### src/rtl/hazard_pkg.sv
// Shared encodings and constants for the D-stage hazard scoreboard.
package hazard_pkg;

  localparam int unsigned T_W_DEFAULT   = 4;
  localparam int unsigned REG_W_DEFAULT = 5;

  localparam logic [1:0] MD_NONE = 2'b00;
  localparam logic [1:0] MD_MULT = 2'b01;
  localparam logic [1:0] MD_DIV  = 2'b10;

  // Tnew as seen in D: cycles until the result can be forwarded.
  localparam logic [T_W_DEFAULT-1:0] TNEW_LOAD = 4'd3;
  localparam logic [T_W_DEFAULT-1:0] TNEW_ALU  = 4'd2;
  localparam logic [T_W_DEFAULT-1:0] TNEW_LINK = 4'd1;

  // Scoreboard entry at the default register and Tnew widths.
  typedef struct packed {
    logic [REG_W_DEFAULT-1:0] dst;
    logic [T_W_DEFAULT-1:0]   tnew;
  } sb_entry_t;

endpackage

### src/rtl/md_busy_ctr.sv
// Busy counter for the multi-cycle mult/div unit; busy for exactly N cycles after a start.
module md_busy_ctr
  import hazard_pkg::*;
#(
  parameter int unsigned MULT_CYCLES = 5,
  parameter int unsigned DIV_CYCLES  = 10
) (
  input  logic       clk_i,
  input  logic       rst_ni,
  input  logic       start_i,
  input  logic [1:0] kind_i,
  output logic       busy_o
);

  localparam int unsigned MaxCycles = (MULT_CYCLES > DIV_CYCLES) ? MULT_CYCLES : DIV_CYCLES;
  localparam int unsigned CntW      = $clog2(MaxCycles + 1);

  logic [CntW-1:0] cnt_q, cnt_d;

  // The reserved kind loads nothing and lets the counter keep draining.
  always_comb begin
    cnt_d = cnt_q;
    if (start_i && (kind_i == MD_MULT)) begin
      cnt_d = CntW'(MULT_CYCLES);
    end else if (start_i && (kind_i == MD_DIV)) begin
      cnt_d = CntW'(DIV_CYCLES);
    end else if (cnt_q != '0) begin
      cnt_d = cnt_q - CntW'(1);
    end
  end

  always_ff @(posedge clk_i or negedge rst_ni) begin
    if (!rst_ni) begin
      cnt_q <= '0;
    end else begin
      cnt_q <= cnt_d;
    end
  end

  assign busy_o = (cnt_q != '0);

endmodule

### src/rtl/hazard_scoreboard.sv
// D-stage hazard unit: registered (dst, Tnew) scoreboard for stages behind D, producing
// the D stall and forwarding selects, plus HI/LO interlock against the mult/div unit.
module hazard_scoreboard
  import hazard_pkg::*;
#(
  parameter int unsigned REG_W       = REG_W_DEFAULT,
  parameter int unsigned T_W         = T_W_DEFAULT,
  parameter int unsigned NUM_STAGES  = 3,
  parameter int unsigned MULT_CYCLES = 5,
  parameter int unsigned DIV_CYCLES  = 10,
  localparam int unsigned SelW       = $clog2(NUM_STAGES + 1)
) (
  input  logic             clk_i,
  input  logic             rst_ni,
  input  logic             flush_i,
  input  logic             d_valid_i,
  input  logic [REG_W-1:0] d_rs_i,
  input  logic [REG_W-1:0] d_rt_i,
  input  logic [T_W-1:0]   d_tuse_rs_i,
  input  logic [T_W-1:0]   d_tuse_rt_i,
  input  logic [REG_W-1:0] d_dst_i,
  input  logic [T_W-1:0]   d_tnew_i,
  input  logic             d_md_use_i,
  input  logic [1:0]       d_md_start_i,
  output logic             stall_o,
  output logic [SelW-1:0]  fwd_rs_sel_o,
  output logic [SelW-1:0]  fwd_rt_sel_o,
  output logic             md_busy_o
);

  typedef struct packed {
    logic [REG_W-1:0] dst;
    logic [T_W-1:0]   tnew;
  } entry_t;

  // Index 0 is the E stage (select value 1).
  entry_t [NUM_STAGES-1:0] ent_q, ent_d;

  logic [SelW:0] rs_res, rt_res;
  logic          stall, md_busy, md_stall, md_fire;

  function automatic logic [T_W-1:0] sat_dec(input logic [T_W-1:0] t);
    return (t == '0) ? '0 : t - T_W'(1);
  endfunction

  // Returns {stall, sel}; scanning oldest to youngest lets the youngest match win.
  function automatic logic [SelW:0] lookup(input entry_t [NUM_STAGES-1:0] ents,
                                           input logic [REG_W-1:0]       addr,
                                           input logic [T_W-1:0]         tuse);
    logic            hit;
    logic [SelW-1:0] idx;
    logic [T_W-1:0]  tn;
    hit = 1'b0;
    idx = '0;
    tn  = '0;
    for (int k = int'(NUM_STAGES) - 1; k >= 0; k--) begin
      if ((addr != '0) && (ents[k].dst == addr)) begin
        hit = 1'b1;
        idx = SelW'(k + 1);
        tn  = ents[k].tnew;
      end
    end
    return {hit && (tn > tuse), (hit && (tn == '0)) ? idx : '0};
  endfunction

  always_comb begin
    rs_res   = lookup(ent_q, d_rs_i, d_tuse_rs_i);
    rt_res   = lookup(ent_q, d_rt_i, d_tuse_rt_i);
    md_stall = d_valid_i & d_md_use_i & md_busy;
    stall    = d_valid_i & (rs_res[SelW] | rt_res[SelW] | md_stall);
  end

  assign stall_o      = stall;
  assign fwd_rs_sel_o = rs_res[SelW-1:0];
  assign fwd_rt_sel_o = rt_res[SelW-1:0];

  // A stalled D inserts a bubble into E while older entries keep draining.
  always_comb begin
    ent_d = '0;
    if (!flush_i) begin
      if (d_valid_i && !stall) begin
        ent_d[0].dst  = d_dst_i;
        ent_d[0].tnew = sat_dec(d_tnew_i);
      end
      for (int k = 1; k < int'(NUM_STAGES); k++) begin
        ent_d[k].dst  = ent_q[k-1].dst;
        ent_d[k].tnew = sat_dec(ent_q[k-1].tnew);
      end
    end
  end

  always_ff @(posedge clk_i or negedge rst_ni) begin
    if (!rst_ni) begin
      ent_q <= '0;
    end else begin
      ent_q <= ent_d;
    end
  end

  assign md_fire = d_valid_i & ~stall & ~flush_i;

  md_busy_ctr #(
    .MULT_CYCLES(MULT_CYCLES),
    .DIV_CYCLES (DIV_CYCLES)
  ) u_md_busy_ctr (
    .clk_i  (clk_i),
    .rst_ni (rst_ni),
    .start_i(md_fire),
    .kind_i (d_md_start_i),
    .busy_o (md_busy)
  );

  assign md_busy_o = md_busy;

endmodule
### config.mk
export PLATFORM = sky130hd
export DESIGN_NAME = hazard_scoreboard
export DESIGN_NICKNAME = d
export VERILOG_FILES = /design/src/rtl/hazard_pkg.sv /design/src/rtl/md_busy_ctr.sv /design/src/rtl/hazard_scoreboard.sv
export SDC_FILE = /design/constraint.sdc
export NUM_CORES = 1
export LEC_CHECK = 0
export ABC_AREA = 1
export CAP_MARGIN = 5
export CORE_AREA = 2 2 80 82
export DETAILED_ROUTE_END_ITERATION = 8
export DIE_AREA = 0 0 82 84
export HOLD_SLACK_MARGIN = 0.08
export PLACE_DENSITY = 0.66
export SLEW_MARGIN = 20
export SYNTH_ARGS = -nofsm -noshare
export SYNTH_HDL_FRONTEND = slang
export SYNTH_SLANG_ARGS = --single-unit
export TNS_END_PERCENT = 5
### constraint.sdc
create_clock -name clk_i -period 3.5 [get_ports clk_i]
set_clock_uncertainty 0.1 [all_clocks]
set_input_delay 0.525 -clock clk_i [delete_from_list [all_inputs] [get_ports clk_i]]
set_output_delay 0.525 -clock clk_i [all_outputs]
set_load 0.05 [all_outputs]
### Word level (Yosys, flattened, before mapping)

Index checks and enable logic that the tools add are counted.

* input bits: 34
* latch bits: 0
* RAM bits: 0
* memory bits (read-only): 0
* bits in registers: 31
* memories: 0

* mux-type cells: 28
* reductions and logical operators: 23
* shifts and indexed selects: 0
* multipliers: 0
* equal/unequal tests: 8
* order comparisons: 2
* add/subtract/negate cells: 4
* bitwise operators: 9
* div/mod/pow operators: 0

Operators by type and width (number)
* 2-to-1 mux 4 bit: 12
* == test 5 bit: 6
* 2-to-1 mux 27 bit: 1
* zero test 4 bit: 5
* 2-to-1 mux 2 bit: 8
* subtractor 4 x 1 -> 4 bit, second input constant: 4
* logical AND 1 bit: 13
* nonzero test 5 bit: 2
* 2-to-1 mux 9 bit: 1
* > comparator 4 bit: 2
* 2-to-1 mux 1 bit: 6
* bitwise AND 1 bit: 5
* nonzero test 4 bit: 1
* nonzero test 3 bit: 1
* == test 2 x 1 -> 1 bit, second input constant: 1
* == test 2 bit, second input constant: 1
* NOT 1 bit: 2
* OR 1 bit: 2
* zero test 1 bit: 1

### Longest topological paths before layout

Gate-level depths: netlist of the first run.

* depth in word-level cells: 16
* depth in mapped cells: 21
* gate-level depth less buffers: 21

### By module

A second synthesis of the first run with hierarchy kept.

* cells, all modules: 351
* area, all modules: 2373.5 um^2

By module, submodules not included
* hazard_scoreboard: area an instance 2092.0 um^2, cells an instance 312, times used 1, sequential area each 675.6 um^2
* md_busy_ctr: area an instance 281.5 um^2, cells an instance 39, times used 1, sequential area each 100.1 um^2

### Least setup slack after synthesis of the first run

No wires, ideal clock.

* kind: input port to output port
* start point: input d_rs_i[1]
* end point: output stall_o
* arrival time: 2563 ps
* path buffers: 0
* data required time: 2875 ps
* stages on the path: 19
* setup slack: 312 ps
* cell sequence: nor2_1 nand3_1 inv_2 nor2_1 nand2_2 inv_2 a21oi_1 nand2_1 nand2_1 inv_1 ha_1 inv_1 nor2_1 o211ai_1 a21boi_0 nand2_2 nand3_1 nand2_1 inv_1

* word-level cells in the longest chain between the ends: 10
* elaborated cells on any way between the ends: 18

Ends and longest elaborated chain
* from (decl): RTL line hazard_scoreboard.sv:17 `input logic [REG_W-1:0] d_rs_i,`
* == test 5 bit or nonzero test 5 bit (tied branches): RTL line hazard_scoreboard.sv:57 `if ((addr != '0) && (ents[k].dst == addr)) begin`
* logical AND 1 bit: RTL line hazard_scoreboard.sv:57
* 2-to-1 mux 4 bit (3 in series): RTL line hazard_scoreboard.sv:57
* > comparator 4 bit: RTL line hazard_scoreboard.sv:63 `return {hit && (tn > tuse), (hit && (tn == '0)) ? idx : '0};`
* logical AND 1 bit (*): RTL line hazard_scoreboard.sv:63
* OR 1 bit (*) (2 in series): RTL line hazard_scoreboard.sv:70 `stall = d_valid_i & (rs_res[SelW] | rt_res[SelW] | md_stall);`
* bitwise AND 1 bit (*): RTL line hazard_scoreboard.sv:70
* to (decl): RTL line hazard_scoreboard.sv:25 `output logic stall_o,`

Mark *: on every way between the ends. The rest lies on a longest branch, timed or not.

### Final worst setup path of the first run

* start point: input d_rt_i[3]
* end point: output stall_o

* word-level cells in the longest chain between the ends: 10
* elaborated cells on any way between the ends: 18

Ends and longest elaborated chain
* from (decl): RTL line hazard_scoreboard.sv:18 `input logic [REG_W-1:0] d_rt_i,`
* == test 5 bit or nonzero test 5 bit (tied branches): RTL line hazard_scoreboard.sv:57
* logical AND 1 bit: RTL line hazard_scoreboard.sv:57
* 2-to-1 mux 4 bit (3 in series): RTL line hazard_scoreboard.sv:57
* > comparator 4 bit: RTL line hazard_scoreboard.sv:63
* logical AND 1 bit (*): RTL line hazard_scoreboard.sv:63
* OR 1 bit (*) (2 in series): RTL line hazard_scoreboard.sv:70
* bitwise AND 1 bit (*): RTL line hazard_scoreboard.sv:70

Marked as above.

==> impl_results.rst, run 1 <==
.. list-table::
   :header-rows: 1

   * - Metric
     - Value
   * - Worst Setup End Kind
     - output port
   * - Critical path startpoint
     - d_rt_i[3]
   * - Total die area
     - 0.00689 mm²
   * - Max-cap viol count
     - 0
   * - Number of distinct library cell variants in the gate-level netlist after synthesis
     - 29
   * - Vias
     - 2,203
   * - Worst setup slack after placement
     - -0.356 ns
   * - Sequential cell fraction of total power
     - 40.4%
   * - Post-route fraction of the period consumed by the critical path
     - 94.7%
   * - First-pass GRT wire length
     - 8750 µm
   * - Post-layout worst setup margin
     - 0.185 ns
   * - Most frequent standard cell in the layout excluding fill and tap cells
     - nand2_1
   * - Vias in the first global route
     - 2,092
   * - WL final
     - 5260 µm
   * - Diodes inserted
     - 0
   * - Commonest cells after routing, fill and taps aside
     - nand2_1 (72), inv_1 (51), nor2_1 (41)
   * - Fillers
     - 607
   * - Maximum clock frequency
     - 0.302 GHz
   * - Area fraction of the dominant cell type after synthesis
     - 32.9%
   * - Die Span Y
     - 84 µm
   * - Post-synthesis net count
     - 379
   * - Via/cell ratio
     - 4.64
   * - Peak VDD IR
     - 250 µV
   * - Internal power of the cells
     - 0.712 mW
   * - Sequential share of the synthesized area
     - 32.9%
   * - Level count of the clock H-tree
     - 2
   * - Number of synthesized register bits
     - 31
   * - Starting Density
     - 38.6%
   * - Worst-case clock buffer depth
     - 2
   * - Hold Path Origin
     - ent_q[0]$_DFF_PN0_
   * - Placeable core region
     - 0.00610 mm²
   * - Fin crit period
     - 3.31 ns
   * - Cell type contributing the most total cell area after synthesis
     - dfrtp_1
   * - Total overflow reported by the global router
     - 0
   * - Leak Pwr
     - 1.69 nW
   * - Worst path required time
     - 2.87 ns
   * - Routability cong.
     - 0.841
   * - Count of warnings emitted by yosys
     - 0
   * - Fraction of power consumed by combinational cells
     - 35.6%
   * - Share of post-route cells with drive strength above 1
     - 24.4%
   * - First-pass DRT Iterations
     - 4
   * - Buffers added on ports
     - 39
   * - 1st-iter DRT viols
     - 115
   * - Worst R2R Start
     - ent_q[15]$_DFF_PN0_
   * - Setup-failing EPs final
     - 0
   * - Area of the multi-input gates
     - 0.00146 mm²
   * - Width of the die
     - 82 µm
   * - Average routed wire per standard cell
     - 11.1 µm
   * - Worst Tran Pin Value
     - 0.489 ns
   * - Largest net degree at the start of global routing
     - 32
   * - Arrival time worst endpoint
     - 2.69 ns
   * - Number of antenna violations at the first check in global routing
     - 0
   * - WS Path Type
     - in -> out
   * - Estimated wirelength of the detail-placed design
     - 4320 µm
   * - DRC viols
     - 0
   * - Area growth, synth to finish
     - 36.1%
   * - Synth Area per Inst
     - 7.12 µm²
   * - Power Density
     - 337 mW/mm²
   * - Row count
     - 29
   * - PnR Total Power
     - 1.08 mW
   * - Worst-path maximum fanout
     - 8
   * - Synth top area cells
     - dfrtp_1 (33%), nand2_1 (13%), inv_1 (9.1%)
   * - Fin nets
     - 445
   * - Number of sinks driven by the clock tree
     - 31
   * - Cell count after synthesis
     - 331
   * - Cell area after technology mapping
     - 0.00236 mm²
   * - Net switching power
     - 0.368 mW
   * - Storage cell area
     - 777 µm²
   * - Outcome
     - completed
   * - GRT Overall Usage
     - 16.2%
   * - Worst-case headroom to the max-slew limit
     - 67.3%
   * - Hold Vio Cnt, Final
     - 0
   * - Clock tree from TritonCTS
     - built
   * - CTS hold repair buffers
     - 0
   * - Clk pin slew, worst setup/hold paths
     - 0.06 ns
   * - Antenna viol nets, final
     - 0
   * - Fraction of power spent switching nets
     - 34.1%
   * - Type of element launching the critical path
     - input pin
   * - Share of power burned in the clock network
     - 24.0%
   * - Root Driver
     - clkbuf_8
   * - Num CTS Buffers
     - 5
   * - Source-to-sink clock delay at the later pin of the worst-skew pair
     - 0.28 ns
   * - Boundary Pins
     - 40
   * - Fin. max-slew vios
     - 0
   * - Hold WC Path Type
     - reg -> reg
-- stage by stage --
step / util, % / hold WS (ns) / instance area [µm²] / cells / TNS (ns)
floorplan: - / 0.129 / 2360 / 331 / 0
global placement: 49.5 / 0.342 / 3020 / 463 / -0.304
detailed placement: 49.5 / 0.357 / 3020 / 463 / -0.373
CTS: 50.8 / 0.359 / 3100 / 471 / 0
global route: 52.6 / 0.383 / 3210 / 475 / -0.0592
finish: 52.6 / 0.355 / 3210 / 475 / 0
-- registers in the layout, summed over array words and instances, names as in the netlist --
| register | count |
|---|---|
| ent_q | 27 |
| u_md_busy_ctr.cnt_q | 4 |
-- logic make-up (layout without fill, tap and decap cells) --
logic type | after synthesis | in the layout | share of synthesized area (%)
adder cells (fa/ha/maj) | 14 | 14 | 7.44
buffers and inverters | 64 | 131 | 10.2
multiplexers | 1 | 1 | 0.425
AO/OA/AOI/OAI | 21 | 21 | 5.10
AND/OR/NAND/NOR | 170 | 170 | 32.8
XOR/XNOR | 30 | 30 | 11.2
flip-flops | 31 | 31 | 32.9
-- synthesized netlist by cell type, drive strengths merged --
cell     n
nand2   86
inv     63
nor2    54
dfrtp   31
xnor2   19
nand3   17
a21oi   14
ha      14
xor2    11
nor3     6
nand4    4
a31oi    2
o21ai    2
a21boi   1
a32oi    1
clkbuf   1
mux2i    1
nand3b   1
nor4     1
o211ai   1
or2      1
-- power by group through the flow --
stage / Combinational, mW / Sequential [mW] / Clock [mW]
after CTS: 0.374 / 0.435 / 0.268
after floorplan: 0.253 / 0.431 / 0
after detailed placement: 0.375 / 0.442 / 0
after global placement: 0.360 / 0.439 / 0
after global routing: 0.442 / 0.441 / 0.283
final: 0.385 / 0.436 / 0.259
-- worst max-delay path, stage by stage --
cell      delay, ns
clkbuf_2       0.15
nor2_2         0.14
nand3_2        0.12
nand3_1        0.10
nor2_2         0.04
buf_4          0.15
a21oi_1        0.11
nand2_1        0.06
nand2_1        0.09
inv_2          0.05
ha_4           0.26
inv_2          0.03
nor2_1         0.11
o21ai_1        0.10
a32oi_1        0.19
nand2_2        0.12
nand3_2        0.08
nand2_1        0.06
inv_2          0.07
buf_12         0.13
-- area by class of cell --
cell class | instances | share of cell area [%]
inverters | 63 | 7.38
multi-input cells | 236 | 45.6
clock inverters | 1 | 0.156
well taps | 77 | 3.01
clock buffers | 7 | 2.38
repair buffers | 60 | 17.3
flip-flops and latches | 31 | 24.2
-- metal layers --
layer	share of wire, %	GRT usage (%)
met2	49	27.3
met3	5.3	2.60
met4	0.97	4.09
met5	0	0
met1	45	21.5
-- final timing paths --
kind | end | slack [ns] | cells after the start
max | stall_o | 0.19 | 20
min | ent_q[9]$_DFF_PN0_ | 0.35 | 1
max reg2reg | u_md_busy_ctr.cnt_q[0]$_DFFE_PN0P_ | 0.67 | 18
min reg2reg | ent_q[9]$_DFF_PN0_ | 0.35 | 1
max in group asynchronous | ent_q[15]$_DFF_PN0_ | 2.47 | 2
min in group asynchronous | ent_q[13]$_DFF_PN0_ | 0.53 | 2
-- timing repair --
item | 4_1_cts | 5_1_grt
buffers inserted | 0 | 4
gates resized for setup | 15 | 47
pin swaps | 5 | 24
endpoints found under the setup margin | 1 | 1
Note: power is estimated with default switching activity, not from simulation.
==> inputs of run 2 (changes only) <==
--- a/config.mk
+++ b/config.mk
@@ -10,7 +10,6 @@
 export CORE_AREA = 2 2 80 82
 export DETAILED_ROUTE_END_ITERATION = 8
 export DIE_AREA = 0 0 82 84
-export HOLD_SLACK_MARGIN = 0.08
 export PLACE_DENSITY = 0.66
 export SLEW_MARGIN = 20
 export SYNTH_ARGS = -nofsm -noshare
==> results of run 2 <==
No change in the layout: final DEF, timing and power equal those of run 1.
==> inputs of run 3 (changes only) <==
--- a/config.mk
+++ b/config.mk
@@ -5,11 +5,10 @@
 export SDC_FILE = /design/constraint.sdc
 export NUM_CORES = 1
 export LEC_CHECK = 0
-export ABC_AREA = 1
 export CAP_MARGIN = 5
-export CORE_AREA = 2 2 80 82
+export CORE_AREA = 2 2 79 81
 export DETAILED_ROUTE_END_ITERATION = 8
-export DIE_AREA = 0 0 82 84
+export DIE_AREA = 0 0 81 83
 export PLACE_DENSITY = 0.66
 export SLEW_MARGIN = 20
 export SYNTH_ARGS = -nofsm -noshare
==> impl_results.rst, run 3 <==
.. list-table::
   :header-rows: 1

   * - Metric
     - Value
   * - Worst path required time
     - 2.87 ns (about the same)
   * - Cell count after synthesis
     - 261 (was 331)
   * - CTS hold repair buffers
     - 0 (unchanged)
   * - Hold WC Path Type
     - reg -> reg (unchanged)
   * - RSZ-0062 raised after global routing
     - true
   * - Hold Path Origin
     - ent_q[0]$_DFF_PN0_ (unchanged)
   * - Post-layout worst setup margin
     - -0.0609 ns (was 0.185 ns)
   * - Worst-path maximum fanout
     - 5 (was 8)
   * - Worst R2R Start
     - ent_q[23]$_DFF_PN0_ (was ent_q[15]$_DFF_PN0_)
   * - DRC viols
     - 0 (unchanged)
   * - Worst Tran Pin Value
     - 0.510 ns (was 0.489 ns)
   * - Worst-case headroom to the max-slew limit
     - 65.9% (was 67.3%)
   * - Root Driver
     - clkbuf_8 (unchanged)
   * - Most used DFF post-synth
     - dfrtp_1 (unchanged)
   * - Number of synthesized register bits
     - 31 (unchanged)
   * - Setup-failing EPs final
     - 1 (was 0)
   * - Total overflow reported by the global router
     - 0 (unchanged)
   * - Share of post-route cells with drive strength above 1
     - 34.9% (was 24.4%)
   * - Synth top area cells
     - dfrtp_1 (34%), ha_1 (7.6%), xnor2_1 (6.5%) (was dfrtp_1 (33%), nand2_1 (13%), inv_1 (9.1%))
   * - Starting Density
     - 39.5% (was 38.6%)
   * - Diodes inserted
     - 0 (unchanged)
   * - Placeable core region
     - 0.00582 mm² (was 0.00610 mm²)
   * - Fillers
     - 476 (was 607)
   * - Type of element launching the critical path
     - input pin (unchanged)
   * - Count of warnings emitted by yosys
     - 0 (unchanged)
   * - Vias
     - 2,243 (was 2,203)
   * - Largest registers
     - ent_q: 27 flops, u_md_busy_ctr.cnt_q: 4 flops (unchanged)
   * - Register-to-Register Path Depth
     - 15 (was 18)
   * - Post-synthesis net count
     - 309 (was 379)
   * - 1st-iter DRT viols
     - 127 (was 115)
   * - Cell area after technology mapping
     - 0.00230 mm² (was 0.00236 mm²)
   * - Crit-path slowest cell
     - or4_4 (was ha_4)
   * - Hold Vio Cnt, Final
     - 0 (unchanged)
   * - Level count of the clock H-tree
     - 2 (unchanged)
   * - Placed Instances
     - 408 (was 463)
   * - Worst Setup End Kind
     - output port (unchanged)
   * - Sequential share of the synthesized area
     - 33.7% (was 32.9%)
   * - R2R Path End
     - u_md_busy_ctr.cnt_q[0]$_DFFE_PN0P_ (unchanged)
   * - Cell types with the highest counts after synthesis
     - dfrtp_1 (31), inv_1 (26), a21oi_1 (25) (was nand2_1 (79), inv_1 (57), nor2_1 (45))
   * - Post-route worst hold slack
     - 0.319 ns (was 0.355 ns)
   * - Max-cap viol count
     - 0 (unchanged)
   * - Slowest Stage Delay on Critical Path
     - 0.57 ns (was 0.26 ns)
   * - WL final
     - 6130 µm (was 5260 µm)
   * - Area fraction of the dominant cell type after synthesis
     - 33.7% (was 32.9%)
   * - Via/cell ratio
     - 5.22 (was 4.64)
   * - Boundary Pins
     - 40 (unchanged)
   * - Fraction of the core area covered by cells at the end of the flow
     - 61.4% (was 52.6%)
   * - First-pass DRT Iterations
     - 5 (was 4)
   * - Number of antenna violations at the first check in global routing
     - 0 (unchanged)
   * - Cell chain of the critical path
     - buf_8, or4_4, nor2_8, and3b_4, a21oi_2, a32o_2, ha_4, a21oi_2, o21ai_1, o21a_1, a221oi_2, nor2b_2, buf_12 (was clkbuf_2, nor2_2, nand3_2, nand3_1, nor2_2, buf_4, a21oi_1, nand2_1, nand2_1, inv_2, ha_4, inv_2, nor2_1, o21ai_1, a32oi_1, nand2_2, nand3_2, nand2_1, inv_2, buf_12)
   * - Placed instance area
     - 0.00312 mm² (was 0.00302 mm²)
   * - Fin nets
     - 402 (was 445)
   * - Largest net degree at the start of global routing
     - 32 (unchanged)
   * - Async set-or-reset flop fraction in the synthesized netlist
     - 100% (unchanged)
   * - Source-to-sink clock delay at the later pin of the worst-skew pair
     - 0.28 ns (about the same)
   * - Buffers added on ports
     - 39 (unchanged)
   * - Cell area after layout
     - 0.00357 mm² (was 0.00321 mm²)
   * - Worst-case clock buffer depth
     - 2 (unchanged)
   * - Power Density
     - 362 mW/mm² (was 337 mW/mm²)
   * - Vias in the first global route
     - 2,336 (was 2,092)
   * - Synth Area per Inst
     - 8.81 µm² (was 7.12 µm²)
   * - Cell type contributing the most total cell area after synthesis
     - dfrtp_1 (unchanged)
   * - Cell with the most instances after synthesis
     - dfrtp_1 (was nand2_1)
   * - Width of the die
     - 81 µm (was 82 µm)
   * - Row count
     - 28 (was 29)
   * - Fin. max-slew vios
     - 0 (unchanged)
   * - Fin crit period
     - 3.56 ns (was 3.31 ns)
   * - Post-route insts no fill
     - 430 (was 475)
   * - First-pass GRT wire length
     - 10,600 µm (was 8750 µm)
   * - GRT Overall Usage
     - 19.9% (was 16.2%)
   * - Clock tree from TritonCTS
     - built (unchanged)
   * - Leak Pwr
     - 1.62 nW (was 1.69 nW)
   * - Total die area
     - 0.00672 mm² (was 0.00689 mm²)
   * - Post-route fraction of the period consumed by the critical path
     - 102% (was 94.7%)
   * - Most frequent CP cell
     - a21oi_2
   * - Num CTS Buffers
     - 5 (unchanged)
   * - Most flops, register
     - ent_q (unchanged)
   * - Die Span Y
     - 83 µm (was 84 µm)
   * - Peak VDD IR
     - 224 µV (was 250 µV)
   * - Average routed wire per standard cell
     - 14.3 µm (was 11.1 µm)
   * - Endpoint with the worst hold slack
     - ent_q[9]$_DFF_PN0_ (unchanged)
   * - Violated checks
     - setup timing
   * - Area growth, synth to finish
     - 55.2% (was 36.1%)
   * - Antenna viol nets, final
     - 0 (unchanged)
   * - Number of distinct library cell variants in the gate-level netlist after synthesis
     - 49 (was 29)
   * - Most frequent standard cell in the layout excluding fill and tap cells
     - buf_4 (was nand2_1)
   * - Depth of the worst hold-timing path
     - 1 (unchanged)
   * - Number of enable-type register cells in the synthesized netlist
     - 0 (unchanged)
   * - Commonest cells after routing, fill and taps aside
     - buf_4 (44), dfrtp_1 (31), inv_1 (26) (was nand2_1 (72), inv_1 (51), nor2_1 (41))
   * - Estimated wirelength of the detail-placed design
     - 4420 µm (was 4320 µm)
   * - Maximum clock frequency
     - 0.281 GHz (was 0.302 GHz)
   * - Flop-to-flop setup slack
     - 0.24 ns (was 0.67 ns)
   * - Largest register FFs
     - 27 (unchanged)
   * - Outcome
     - finished with violations (was completed)
   * - WS Path Type
     - in -> out (unchanged)
   * - Arrival time worst endpoint
     - 2.94 ns (was 2.69 ns)
   * - Routability cong.
     - 0.890 (was 0.841)
   * - Clk pin slew, worst setup/hold paths
     - 0.06 ns (about the same)
   * - Number of sinks driven by the clock tree
     - 31 (unchanged)
## run 3: worst max path at each step
stage	end	cells past startpoint	startpoint	slack [ns]
floorplan	fwd_rt_sel_o[1]	8	d_rt_i[1]	-0.17
global placement	stall_o	15	d_rs_i[1]	-0.56
detailed placement	stall_o	15	d_rt_i[1]	-0.60
CTS	stall_o	14	d_rt_i[1]	-0.05
global route	stall_o	14	d_rt_i[1]	-0.20
finish	stall_o	13	d_rt_i[1]	-0.06
## run 3: final cells by class
class	instances	area (µm²)	area share (%)
multi-input cells	201	1660	46.6
clock inverters	2	35.0	0.981
flip-flops and latches	31	776	21.7
well taps	75	93.8	2.63
repair buffers	89	822	23.0
inverters	26	97.6	2.73
clock buffers	6	82.6	2.31
## run 3: report_power, final
part           total [mW]  internal [mW]  switching, mW
registers           0.437          0.398         0.0382
clock network       0.357          0.230          0.127
logic               0.500          0.248          0.252
total                1.29          0.876          0.418
## run 3: routing by layer
layer  vias to the layer above  part of all wire [%]  track usage [%]  routed length [µm]
li1                       1104                     -                -                   -
met1                      1056                    41             24.0                2540
met2                        61                    51             34.0                3110
met3                        22                   4.1             3.04                 251
met4                         0                   3.7             9.55                 229
met5                         -                     0                0                   0
## run 3: kinds of logic (layout without fill, tap and decap cells)
kind of cell               after synthesis  after routing  share of synthesized area (%)
muxes                                    2              2                          0.871
DFF                                     31             31                           33.7
buffers and inverters                   31            123                           5.39
and+or+nand+nor                         90             92                           22.2
xor gates and xnor gates                32             32                           12.2
adders and majority gates               14             14                           7.62
AOI/OAI and AO/OA                       61             61                           18.0
## run 3: worst max-delay path: cells and delay by family
| family | cells | cell delay (ns) |
|---|---|---|
| adder cells (fa/ha/maj) | 1 | 0.21 |
| AND/OR/NAND/NOR | 4 | 1.06 |
| buffers and inverters | 2 | 0.25 |
| AO/OA/AOI/OAI | 6 | 0.89 |
## run 3: repair_timing
item / in CTS / in global routing
buffers inserted: 11 / 3
cloned: 2 / 0
pin swaps: 38 / 7
gates resized for setup: 88 / 7
setup endpoints to repair: 18 / 12
## run 3: through the flow
| step | TNS, ns | total power [mW] | setup WS, ns |
|---|---|---|---|
| 6_report | -0.0609 | 1.29 | -0.0609 |
| 5_1_grt | -0.429 | 1.38 | -0.200 |
| 4_1_cts | -0.0768 | 1.29 | -0.0536 |
| 3_5_place_dp | -7.31 | 0.891 | -0.603 |
| 3_3_place_gp | -5.78 | 0.878 | -0.560 |
| 2_1_floorplan | -0.496 | 0.728 | -0.167 |
